--- config.mk ---
export PLATFORM = sky130hd
export DESIGN_NAME = alu_arbiter
export DESIGN_NICKNAME = d
export VERILOG_FILES = /design/src/rtl/alu_arbiter.sv
export SDC_FILE = /design/constraint.sdc
export NUM_CORES = 1
export LEC_CHECK = 0
export ABC_CLOCK_PERIOD_IN_PS = 2700
export BUFFER_PORTS_ARGS = -buffer_cell sky130_fd_sc_hd__buf_2
export CORE_ASPECT_RATIO = 0.8
export CORE_MARGIN = 2
export CORE_UTILIZATION = 45
export DETAILED_ROUTE_END_ITERATION = 7
export GPL_TIMING_DRIVEN = 0
export PLACE_DENSITY = 0.82
export SYNTH_ARGS = -nofsm -noshare
export SYNTH_HDL_FRONTEND = slang
export SYNTH_SLANG_ARGS = --single-unit
--- constraint.sdc ---
create_clock -name clk -period 2.7 [get_ports clk]
set_input_delay 0.675 -clock clk [delete_from_list [all_inputs] [get_ports clk]]
set_output_delay 0.675 -clock clk [all_outputs]
set_load 0.02 [all_outputs]
--- src/rtl/alu_arbiter.sv ---
// rtl/alu_arbiter.sv - two-requester arbiter/sequencer for the shared 4-bit ALU
// Optional ALU_ARB_FIXED_PRIO_EN: requester 0 always wins ties (no round-robin pointer).
module alu_arbiter (
  input  logic       clk,
  input  logic       rst,
  input  logic       req0,
  input  logic [3:0] a0,
  input  logic [3:0] b0,
  input  logic [1:0] op0,
  input  logic       req1,
  input  logic [3:0] a1,
  input  logic [3:0] b1,
  input  logic [1:0] op1,
  output logic       ack0,
  output logic       ack1,
  output logic [3:0] result,
  output logic [3:0] flags,
  output logic       gnt_id,
  output logic       busy,
  output logic [3:0] alu_a,
  output logic [3:0] alu_b,
  output logic [1:0] alu_ctrl,
  input  logic [3:0] alu_result,
  input  logic       alu_v,
  input  logic       alu_c,
  input  logic       alu_n,
  input  logic       alu_z
);

  typedef enum logic [1:0] {
    IDLE = 2'd0,
    EXEC = 2'd1,
    DONE = 2'd2
  } state_t;

  state_t state, state_next;
  logic   win_any;
  logic   win_id;

  assign win_any = req0 | req1;

`ifdef ALU_ARB_FIXED_PRIO_EN
  // Requester 0 takes the ALU whenever it asks.
  always_comb begin
    win_id = ~req0;
  end
`else
  logic ptr;

  always_comb begin
    win_id = (req0 && req1) ? ptr : req1;
  end

  // The pointer moves away from whoever was just served, even without contention.
  always_ff @(posedge clk) begin
    if (rst) begin
      ptr <= 1'b0;
    end else if (state == DONE) begin
      ptr <= ~gnt_id;
    end
  end
`endif

  always_ff @(posedge clk) begin
    if (rst) begin
      state <= IDLE;
    end else begin
      state <= state_next;
    end
  end

  always_comb begin
    state_next = state;
    case (state)
      IDLE:    if (win_any) state_next = EXEC;
      EXEC:    state_next = DONE;
      DONE:    state_next = IDLE;
      default: state_next = IDLE;
    endcase
  end

  always_ff @(posedge clk) begin
    if (rst) begin
      gnt_id   <= 1'b0;
      alu_a    <= 4'd0;
      alu_b    <= 4'd0;
      alu_ctrl <= 2'd0;
      result   <= 4'd0;
      flags    <= 4'd0;
    end else begin
      if (state == IDLE && win_any) begin
        gnt_id   <= win_id;
        alu_a    <= win_id ? a1  : a0;
        alu_b    <= win_id ? b1  : b0;
        alu_ctrl <= win_id ? op1 : op0;
      end
      if (state == EXEC) begin
        result <= alu_result;
        flags  <= {alu_v, alu_c, alu_n, alu_z};
      end
    end
  end

  assign busy = (state != IDLE);
  assign ack0 = (state == DONE) && !gnt_id;
  assign ack1 = (state == DONE) &&  gnt_id;

endmodule

# Word-level counts from Yosys, hierarchy flattened
# Index checks and enable logic that the tools add are counted.
# word_totals
regBits	22
out_inout_bits	22
wordCells	26
# op_classes
n_eq_ne	3
n_mux	6
bitwise_logic	2
n_reduce_logical	7
# ops
op	n
two-way mux 4 bit	2
logical AND 1 bit	4
two-way mux 2 bit	2
one-hot mux 2 bit (2 select lines)	1
equality test 2 x 1 -> 1 bit (second input constant)	1
equality test 2 bit (second input constant)	1
logical NOT 2 bit	1
!= test 2 bit (second input constant)	1
nonzero test 2 bit	1
logical NOT 1 bit	1
two-way mux 1 bit	1
inverter 1 bit	1
OR 1 bit	1

# Logic depth before layout (Yosys ltp)
# logic_depth
depth_word	3
mapped_depth	4

# Worst setup path before layout
# Ideal clock, no wire load.
# synth_path
kind	register -> output
start	register state[1]
end	output ack0
t_arrival_ns	0.997
required_ns	2.025
path_slack_ns	1.028
path_stages_with_launch	2
n_path_buf	0
cell_sequence	dfxtp_1 -> nor3b_1
# synth_via
elab_chain_len	2
# synth_lines
item	line	source
start: declaration	36	state_t state, state_next;
start signal: assignment	68	state <= state_next;
equality test 2 bit	105	assign ack0 = (state == DONE) && !gnt_id;
logical AND 1 bit	105	
end: declaration	14	output logic ack0,
# No other way between the ends.

# Worst setup path in the final report
# Same ends and word-level chain as after synthesis.

==> results.md <==
* Core ar. at 1944 um2
* Drt total wl at around 2.7 mm
* Area contributors post-synth: dfxtp_1 46%, a21oi_1 11%, a311oi_1 9.2%, nand2_1 6.3%, nand3_1 5.8%
* Leading area contributor after synthesis: dfxtp_1
* Worst Path Required at 2.03 ns
* Die area at 2496 um2
* DR WL/cell at 13.69 um
* DP Area at 1245 um2
* # DRC at 0
* Global-route wire length before repair at 4.236 mm
* Mapped Cells at between 100 and 150
* Max Cap Viol at 0
* Root buffer cell: clkbuf_4
* Grt ovf at 0
* Antenna viol nets, final at 0
* Leakage power at approximately 0.58 nW
* Synth Area per Inst at 8.187 um2
* Setup bufs post-CTS at 0
* Clk slew on worst S/H paths at 0.11 ns
* Via density at 5.480
* Rel. slew slack at 68.10%
* Mapped Nets at 148
* Worst hold endpoint: flags[0]
* Gr usage total at 22.47%
* DR pass1 iterations at 4
* Worst-path fanout max at 5
* Post_cts resized at 0
* RSZ-0062 raised after global routing: no
* Minimum clock period at 1.930 ns
* CTS Buf Count at 3
* Clock Skew at 0.002786 ns
* Final Hold Violating Endpoints at 0
* H-tree depth at 1
* FP Rows at 14
* CTS tree: yes
* Slew Limit Fails at 0
* DRT iter0 DRCs at 31
* Status: complete, no violations
* Number of inserted diodes at 0
* Synth Register Bits at 22
* Fmax at 518.1 MHz
* Tightest Pin Transition at 0.4785 ns
* Worst setup SP type: flop
* Clock Sinks at 22
* Final Core Density at 65.19%
* Gpl congestion at 0.8616
* Synth top area share at between 40% and 50%
* Die H at 45.09 um
* Vias post-DR at about 1100
* FF-to-FF End: alu_a[1]
* Post-DP HPWL at 1.997 mm
* Critical path class: flop to output port
* VDD IR max at 0.3161 mV
* CP endpoint kind: output port
* Setup Viol. Count Final at 0
* Pwr Density at 560.0 nW/um2
* Initial Util at 48.84%
* Crit share post-route at 71.49%
* Setup_tns at 0 ns
* Netlist cell types at 18
* Hold Path Stages at 2
* Non-filler cells, final at 196
* Area Growth Syn to Fin at 33.47%
* Final net count at 206
* IO Pins at 54
* Synthesized area at 949.7 um2
* Worst r2r src: state[0]
* Worst skew pair latency at 0.31 ns
* IO buf count at between 50 and 60
* FF-to-FF setup slack at 1.50 ns
* Crit path launch: state[1]
* Hold-fix buffers at CTS at 0
* Synthesis Warnings at 0
* Seq/Total Area, Yosys at a little under half
* Initial antenna violation count at 0
* Worst Hold Class: flop to flop
* Share of cells above drive strength 1 at between 30% and 40%
* Commonest cells after routing, fill and taps aside: 56 x buf_2, 22 x dfxtp_1, 20 x a21oi_1
* Commonest non-fill, non-tap cell in the layout: buf_2
* Largest net degree at the start of global routing at 12
* Reg2reg path depth at 4
* Die Wd at 55.36 um
* Vias in the first global route at 957
* Finished Cell Area at approximately 1300 um2
* WP data arrival at approximately 1.3 ns
* Max Buffers Root-to-Sink at 2
* Inst Count DP at between 150 and 200
* Hold_sp: flags[0]
-- cell usage after synthesis --
library cell  count
nand3_1          11
inv_2             1
nor3b_1           1
buf_2             3
nand2b_1          3
a21oi_1          20
dfxtp_1          22
nand2_1          16
nor3_1            1
or2_1             1
buf_4             4
inv_1             2
nor2b_1           2
nor2_4            2
a311oi_1         10
nor2_1            4
o21ai_0          11
clkbuf_1          2
-- through the flow --
stage / total power (W) / hold slack (ns) / setup WS, ns
2_1_floorplan: 0.0004970 / 0.4710 / 1.028
3_3_place_gp: 0.0005627 / 0.4400 / 1.150
3_5_place_dp: 0.0005697 / 0.4432 / 1.091
4_1_cts: 0.0007165 / 0.4599 / 0.7429
5_1_grt: 0.0007480 / 0.4798 / 0.6382
6_report: 0.0007098 / 0.4583 / 0.7698
-- worst max-delay path by stage --
| stage | cells past startpoint | endpoint |
|---|---|---|
| global route | 2 | ack0 |
| finish | 2 | ack0 |
| detailed placement | 5 | alu_a[1] |
| CTS | 2 | ack0 |
| global placement | 2 | ack0 |
| floorplan | 1 | ack0 |
-- critical path, stage by stage, from the launching register on --
cell     delay [ns]
dfxtp_1        0.46
nor3b_1        0.28
buf_2          0.21
-- final cells by class --
type	count	area, um2
multi-input cells	82	445.4
well taps	24	30.03
inverters	3	11.26
plain buffers	9	52.55
fillers	177	676.9
clock buffers	3	22.52
flip-flops and latches	22	440.4
repair buffers	53	265.3
-- state kept, by name, summed over array words and instances, names as in the netlist --
register  flops
alu_a         4
alu_b         4
flags         4
result        4
alu_ctrl      2
state         2
gnt_id        1
ptr           1
-- kinds of logic after synthesis --
logic type	Yosys count	synth area share (%)
buf+inv	12	6.719
simple gates	41	21.34
flops	22	46.38
compound gates	41	25.56
-- per-layer routing --
layer / global-route usage (%) / vias to the layer above / share of wire, % / wire length, um
li1: - / 524 / - / -
met1: 26.93 / 501 / 43 / 1149
met2: 37.62 / 41 / 48 / 1294
met3: 7.163 / 8 / 6.8 / 183
met4: 10.73 / 0 / 2.0 / 55
met5: 0 / - / 0 / 0
-- where the power goes --
| group | switching (W) | leakage, nW | internal, W |
|---|---|---|---|
| clock | 0.0000948 | 0.0138 | 0.0000522 |
| combinational | 0.000116 | 0.389 | 0.0000759 |
| sequential | 0.0000171 | 0.181 | 0.000354 |
| total | 0.000228 | 0.584 | 0.000482 |
Note: power is estimated with default switching activity, not from simulation.
